## config.mk

```make
export PLATFORM = sky130hd
export DESIGN_NAME = led_pattern_ctrl
export DESIGN_NICKNAME = d
export VERILOG_FILES = /design/src/rtl/led_pattern_ctrl.sv
export SDC_FILE = /design/constraint.sdc
export NUM_CORES = 1
export LEC_CHECK = 0
export CAP_MARGIN = 20
export CORE_AREA = 3 3 75 77
export CTS_CLUSTER_SIZE = 16
export DETAILED_ROUTE_END_ITERATION = 8
export DIE_AREA = 0 0 78 80
export PLACE_DENSITY = 0.74
export SYNTH_ARGS = -nofsm -noshare
export SYNTH_HDL_FRONTEND = slang
export SYNTH_SLANG_ARGS = --single-unit
```

## constraint.sdc

```tcl
create_clock -name clk -period 2.4 [get_ports clk]
set_input_delay 0.36 -clock clk [delete_from_list [all_inputs] [get_ports clk]]
set_output_delay 0.36 -clock clk [all_outputs]
set_load 0.005 [all_outputs]
```

## src/rtl/led_pattern_ctrl.sv

```systemverilog
// Key-driven LED bank sequencer: OFF/LEFT/RIGHT/BLINK patterns, 4 speeds, pause.
// Ports: clk, rst_n, key_mode/key_speed/key_pause in; led (active-low), mode, speed, paused, step_pulse out. Optional macro: LED_DIM_EN.
module led_pattern_ctrl #(
  parameter int TICK_CYC = 12_500_000,
  parameter int DIM_DUTY = 2
) (
  input  logic       clk,
  input  logic       rst_n,
  input  logic       key_mode,
  input  logic       key_speed,
  input  logic       key_pause,
  output logic [7:0] led,
  output logic [1:0] mode,
  output logic [1:0] speed,
  output logic       paused,
  output logic       step_pulse
);

  typedef enum logic [1:0] {
    OFF   = 2'd0,
    LEFT  = 2'd1,
    RIGHT = 2'd2,
    BLINK = 2'd3
  } state_t;

  localparam int BW = (TICK_CYC > 1) ? $clog2(TICK_CYC) : 1;
  localparam logic [BW-1:0] BASE_MAX = BW'(TICK_CYC - 1);

  if (TICK_CYC < 1) begin : g_bad_tick
    $error("TICK_CYC must be at least 1");
  end
  if (DIM_DUTY < 0 || DIM_DUTY > 8) begin : g_bad_duty
    $error("DIM_DUTY must be 0..8");
  end

  state_t          state;
  logic [BW-1:0]   base_cnt;
  logic [1:0]      step_cnt;
  logic [2:0]      pos;
  logic            run;
  logic            step_last;
  logic [7:0]      pat;
  logic [7:0]      led_nxt;

  assign mode      = state;
  assign run       = (state != OFF) && !paused;
  assign step_last = (step_cnt == (2'd3 - speed));

  always_ff @(posedge clk or negedge rst_n) begin
    if (!rst_n) begin
      state      <= OFF;
      speed      <= 2'd0;
      paused     <= 1'b0;
      pos        <= 3'd0;
      base_cnt   <= '0;
      step_cnt   <= 2'd0;
      step_pulse <= 1'b0;
    end else begin
      step_pulse <= 1'b0;
      if (key_mode) begin
        unique case (state)
          OFF:   state <= LEFT;
          LEFT:  state <= RIGHT;
          RIGHT: state <= BLINK;
          BLINK: state <= OFF;
        endcase
        pos      <= 3'd0;
        base_cnt <= '0;
        step_cnt <= 2'd0;
        paused   <= 1'b0;
      end else if (key_speed && !key_pause) begin
        speed    <= speed + 2'd1;
        base_cnt <= '0;
        step_cnt <= 2'd0;
      end else begin
        // The pause toggle uses the pre-toggle state for counting,
        // so the pausing edge still counts and the resuming edge holds.
        if (key_pause && state != OFF) begin
          paused <= ~paused;
        end
        if (run) begin
          if (base_cnt == BASE_MAX) begin
            base_cnt <= '0;
            if (step_last) begin
              step_cnt   <= 2'd0;
              pos        <= pos + 3'd1;
              step_pulse <= 1'b1;
            end else begin
              step_cnt <= step_cnt + 2'd1;
            end
          end else begin
            base_cnt <= base_cnt + 1'b1;
          end
        end
      end
    end
  end

  always_comb begin
    pat = 8'hFF;
    unique case (state)
      OFF:   pat = 8'hFF;
      LEFT:  pat = ~(8'h01 << pos);
      RIGHT: pat = ~(8'h80 >> pos);
      BLINK: pat = pos[0] ? 8'hFF : 8'h00;
    endcase
  end

`ifdef LED_DIM_EN
  logic [2:0] pwm_cnt;
  logic       dim_on;

  always_ff @(posedge clk or negedge rst_n) begin
    if (!rst_n) begin
      pwm_cnt <= 3'd0;
    end else begin
      pwm_cnt <= pwm_cnt + 3'd1;
    end
  end

  assign dim_on  = ({1'b0, pwm_cnt} < 4'(DIM_DUTY));
  assign led_nxt = dim_on ? pat : 8'hFF;
`else
  assign led_nxt = pat;
`endif

  always_ff @(posedge clk or negedge rst_n) begin
    if (!rst_n) begin
      led <= 8'hFF;
    end else begin
      led <= led_nxt;
    end
  end

endmodule

```

==> impl_results.html, run 1 <==
<table>
<tr><th>Metric</th><th>Value</th></tr>
<tr><th colspan="2">Cells and area</th></tr>
<tr><td>Final Core Density</td><td>56.7%</td></tr>
<tr><td>Number of nets in the layout</td><td>302</td></tr>
<tr><td>Fraction of layout instances using a drive strength above 1</td><td>13.2%</td></tr>
<tr><td>Layout Cells excl Fill</td><td>357</td></tr>
<tr><td>P&amp;R area growth vs syn</td><td>17.1%</td></tr>
<tr><td>Antenna diode count</td><td>0</td></tr>
<tr><th colspan="2">Worst setup path</th></tr>
<tr><td>CP Data Required Time</td><td>2.63 ns</td></tr>
<tr><td>Critical Setup Path Class</td><td>register to register</td></tr>
<tr><td>Kind of capture point of the worst setup path</td><td>register</td></tr>
<tr><td>Critical path startpoint category</td><td>register</td></tr>
<tr><td>Destination of the worst register-to-register timing path</td><td>base_cnt[23]</td></tr>
<tr><td>Source of the worst register-to-register timing path</td><td>base_cnt[0]</td></tr>
<tr><td>FF-to-FF path depth</td><td>7</td></tr>
<tr><td>Reg-to-reg slack, setup</td><td>0.23 ns</td></tr>
<tr><td>Worst setup path start</td><td>base_cnt[0]</td></tr>
<tr><td>Data arrival time of the critical path</td><td>2.40 ns</td></tr>
<tr><td>Maximum fanout along the worst path</td><td>10</td></tr>
<tr><th colspan="2">Global route</th></tr>
<tr><td>Number of global-route vias before repair</td><td>1973</td></tr>
<tr><td>Wire length of the first global-routing pass</td><td>9.28 mm</td></tr>
<tr><td>Maximum number of pins on one net before global-route repair</td><td>34</td></tr>
<tr><td>Remaining Overflow, GRT</td><td>0</td></tr>
<tr><td>Antenna violations before repair</td><td>0</td></tr>
<tr><td>Total track usage</td><td>18.6%</td></tr>
<tr><th colspan="2">Logic synthesis</th></tr>
<tr><td>Synthesized net count</td><td>277</td></tr>
<tr><td>Average footprint of a synthesized cell</td><td>9.42 um2</td></tr>
<tr><td>Count of mapped cells out of synthesis</td><td>261</td></tr>
<tr><td>Count of flip-flops with a built-in enable after synthesis</td><td>0</td></tr>
<tr><td>Number of warning messages in the yosys log</td><td>0</td></tr>
<tr><td>Share of synthesized flip-flops with an asynchronous set or reset</td><td>100%</td></tr>
<tr><td>Dominant register cell in the synthesized netlist</td><td>sky130_fd_sc_hd__dfrtp_1</td></tr>
<tr><td>Portion of the post-synthesis area used by sequential elements</td><td>44.2%</td></tr>
<tr><td>Post-Syn Area</td><td>2460 um2</td></tr>
<tr><td>Post-synthesis register bit count</td><td>43</td></tr>
<tr><td>Distinct cells, synth</td><td>45</td></tr>
<tr><th colspan="2">Place</th></tr>
<tr><td>Number of cells after detailed placement</td><td>348</td></tr>
<tr><td>Post-detail-place hpwl</td><td>3.73 mm</td></tr>
<tr><td>Number of port buffers</td><td>18</td></tr>
<tr><td>GP Congestion</td><td>0.866</td></tr>
<tr><th colspan="2">Clock tree</th></tr>
<tr><td>Source-to-sink clock delay at the later pin of the worst-skew pair</td><td>0.31 ns</td></tr>
<tr><td>Number of setup buffers added after CTS</td><td>0</td></tr>
<tr><td>Cell at the root of the clock tree</td><td>sky130_fd_sc_hd__clkbuf_8</td></tr>
<tr><td>TritonCTS Buffers</td><td>5</td></tr>
<tr><td>Clock Tree Buf Depth</td><td>2</td></tr>
<tr><td>Number of levels in the clock H-tree</td><td>2</td></tr>
<tr><td>Sink count of the clock tree</td><td>43</td></tr>
<tr><td>Clock input transition at the sequential cells of the worst setup and hold paths</td><td>0.08 ns</td></tr>
<tr><td>TritonCTS clock tree</td><td>done</td></tr>
<tr><th colspan="2">Route</th></tr>
<tr><td>Remaining routing DRC violations</td><td>0</td></tr>
<tr><td>Routed via count divided by cell count</td><td>5.62</td></tr>
<tr><td>Uppermost signal routing layer after detailed routing</td><td>met4</td></tr>
<tr><td>Detailed route wirelength on metal3</td><td>304 um</td></tr>
<tr><td>First-pass DRT Iterations</td><td>4</td></tr>
<tr><td>Vias</td><td>2006</td></tr>
<tr><td>Metal2 WL</td><td>2.35 mm</td></tr>
<tr><td>WL met1</td><td>2.55 mm</td></tr>
<tr><td>Detail Route Antenna Nets</td><td>0</td></tr>
<tr><td>Average wire per cell in the routed design</td><td>14.8 um</td></tr>
<tr><td>Initial DRC Count</td><td>125</td></tr>
<tr><td>Detailed Route WL</td><td>5.27 mm</td></tr>
<tr><th colspan="2">Timing</th></tr>
<tr><td>Max-slew headroom at the worst pin</td><td>62.6%</td></tr>
<tr><td>Max-slew violation total from the final report</td><td>0</td></tr>
<tr><td>Total count of hold-check failures in the final report</td><td>0</td></tr>
<tr><td>Share of the clock period used by the worst path after layout</td><td>90.3%</td></tr>
<tr><td>Final min period</td><td>2.17 ns</td></tr>
<tr><td>Top achievable clock speed</td><td>461 MHz</td></tr>
<tr><td>Number of setup violations in the final report</td><td>0</td></tr>
<tr><td>Setup Total Neg Slack</td><td>0 ns</td></tr>
<tr><td>Worst clock skew</td><td>0.00908 ns</td></tr>
<tr><td>Slew at the pin closest to its max-slew limit</td><td>0.561 ns</td></tr>
<tr><td>RSZ-0062 raised after global routing</td><td>false</td></tr>
<tr><th colspan="2">Die</th></tr>
<tr><td>Area of the placeable core</td><td>5070 um2</td></tr>
<tr><td>Die area</td><td>6240 um2</td></tr>
<tr><td>Initial standard-cell utilization of the core</td><td>48.4%</td></tr>
<tr><td># rows</td><td>26</td></tr>
<tr><td>Io pins</td><td>19</td></tr>
<tr><td>Width of the die</td><td>78 um</td></tr>
<tr><td>Die Span Y</td><td>80 um</td></tr>
<tr><th colspan="2">Flow run</th></tr>
<tr><td>Number of maximum-capacitance constraint violations</td><td>0</td></tr>
<tr><th colspan="2">Power and ir drop</th></tr>
<tr><td>Power Density</td><td>830 nW/um2</td></tr>
<tr><td>Peak VDD IR</td><td>668 uV</td></tr>
<tr><td>Leakage power of the design</td><td>1.13 nW</td></tr>
<tr><td>Overall Power</td><td>2.39 mW</td></tr>
<tr><th colspan="2">Min path</th></tr>
<tr><td>Worst Hold Class</td><td>input pin to asynchronous set/reset pin</td></tr>
<tr><th colspan="2">Run status</th></tr>
<tr><td>Result of the run</td><td>complete, no violations</td></tr>
</table>
[how the worst max path moves through the flow]
| stage | to | slack, ns | cells past startpoint |
|---|---|---|---|
| finish | base_cnt[23] | 0.23 | 7 |
| floorplan | step_cnt[1] | 0.49 | 6 |
| global route | base_cnt[23] | 0.12 | 6 |
| CTS | base_cnt[23] | 0.25 | 7 |
| global placement | base_cnt[23] | 0.33 | 6 |
| detailed placement | step_cnt[1] | 0.28 | 6 |
[per-stage QoR]
| stage | area (um2) | worst slack [ns] | hold slack [ns] |
|---|---|---|---|
| after floorplan | 2460 | 0.490 | 0.0644 |
| after global placement | 2750 | 0.334 | 0.246 |
| after detailed placement | 2750 | 0.279 | 0.244 |
| after CTS | 2880 | 0.252 | 0.463 |
| after global routing | 2880 | 0.125 | 0.470 |
| final | 2880 | 0.232 | 0.444 |
[report_power, final]
| group | internal, mW | switching, mW | leakage [nW] |
|---|---|---|---|
| logic | 0.383 | 0.456 | 0.500 |
| registers | 0.890 | 0.0715 | 0.564 |
| clock network | 0.337 | 0.252 | 0.0612 |
[critical path: stages, from the launching register on]
cell and delay, ns:
sky130_fd_sc_hd__dfrtp_1 0.43, sky130_fd_sc_hd__ha_1 0.24, sky130_fd_sc_hd__nand4_1 0.23, sky130_fd_sc_hd__nor4_4 0.09
sky130_fd_sc_hd__buf_4 0.18, sky130_fd_sc_hd__a21o_1 0.27, sky130_fd_sc_hd__or4b_1 0.49, sky130_fd_sc_hd__a21oi_1 0.15
[state kept, by name (all words and copies together) (netlist names)]
signal and cells:
base_cnt 24, led 8, mode 2, paused 1, pos 3, speed 2
step_cnt 2, step_pulse 1
[cells in the mapped netlist (all sizes together) (2+ instances only)]
master  instances  area share (%)
o21ai          21             4.3
nand4           8             2.6
dfrtp          35              36
a22oi           4             1.2
or2             2            0.51
xnor2           7             2.5
a31o            2            0.71
clkbuf          7             1.1
inv             7             1.1
or4b            2            0.81
buf             4            0.81
nor4b           2            0.71
a32o            2            0.81
dfstp           8             8.6
and3            2            0.51
mux2i           3             1.2
and2            2            0.51
nor3b           5             1.5
or3             5             1.3
nor3            7             1.6
xor2            5             1.8
nand3          11             2.9
a32oi           3             1.1
nand2          26             4.0
nor4            6             2.4
a31oi           2            0.51
or4             3            0.92
nor2           18             2.7
nor2b           8             2.0
ha             11             5.6
a21oi          23             4.7
nand4b          4             1.4
[layout make-up]
type | count | area [um2]
inverter | 7 | 26.3
tap | 70 | 87.6
timing repair buffer | 29 | 260
fill | 459 | 2200
clock buffer | 6 | 82.6
multi-input combinational | 200 | 1300
sequential | 43 | 1090
clock inverter | 2 | 35.0
[what timing repair did]
action | in CTS | in global routing
endpoints found under the hold margin | 6 | 0
hold buffers | 1 | 0
resized for setup | 0 | 0
[cell families after synthesis]
logic type      count (synthesis)  synth area share [%]
buf+inv                        18                  2.95
compound gates                 60                  14.2
flops                          43                  44.2
mux                             3                  1.22
xor+xnor                       12                  4.28
fa+ha+maj                      11                  5.60
simple gates                  114                  27.5
[layer usage]
| metal | vias to the layer above | GRT usage, % |
|---|---|---|
| li1 | 992 | - |
| met4 | 0 | 5.42 |
| met5 | - | 0 |
| met1 | 954 | 25.6 |
| met3 | 6 | 4.29 |
| met2 | 54 | 29.5 |
[placed cells by master, fill, tap and decap left out, types with 7 or more instances in the layout]
master / synthesis / layout
sky130_fd_sc_hd__nand4_1: 7 / 7
sky130_fd_sc_hd__nand2_1: 26 / 26
sky130_fd_sc_hd__clkdlybuf4s50_1: 0 / 17
sky130_fd_sc_hd__nor2_1: 18 / 18
sky130_fd_sc_hd__dfstp_2: 8 / 8
sky130_fd_sc_hd__nor2b_1: 8 / 8
sky130_fd_sc_hd__dfrtp_1: 35 / 35
sky130_fd_sc_hd__xnor2_1: 7 / 7
sky130_fd_sc_hd__a21oi_1: 23 / 23
sky130_fd_sc_hd__inv_1: 7 / 7
sky130_fd_sc_hd__nand3_1: 8 / 8
sky130_fd_sc_hd__o21ai_0: 21 / 21
sky130_fd_sc_hd__buf_4: 1 / 10
sky130_fd_sc_hd__ha_1: 11 / 11
Note: power is estimated with default switching activity, not from simulation.
==> run 2, diff against run 1 <==
--- a/config.mk
+++ b/config.mk
@@ -5,7 +5,6 @@
 export SDC_FILE = /design/constraint.sdc
 export NUM_CORES = 1
 export LEC_CHECK = 0
-export CAP_MARGIN = 20
 export CORE_AREA = 3 3 75 77
 export CTS_CLUSTER_SIZE = 16
 export DETAILED_ROUTE_END_ITERATION = 8
==> results of run 2 <==
Same layout as run 1: the final DEF is identical, and so are final timing and power.
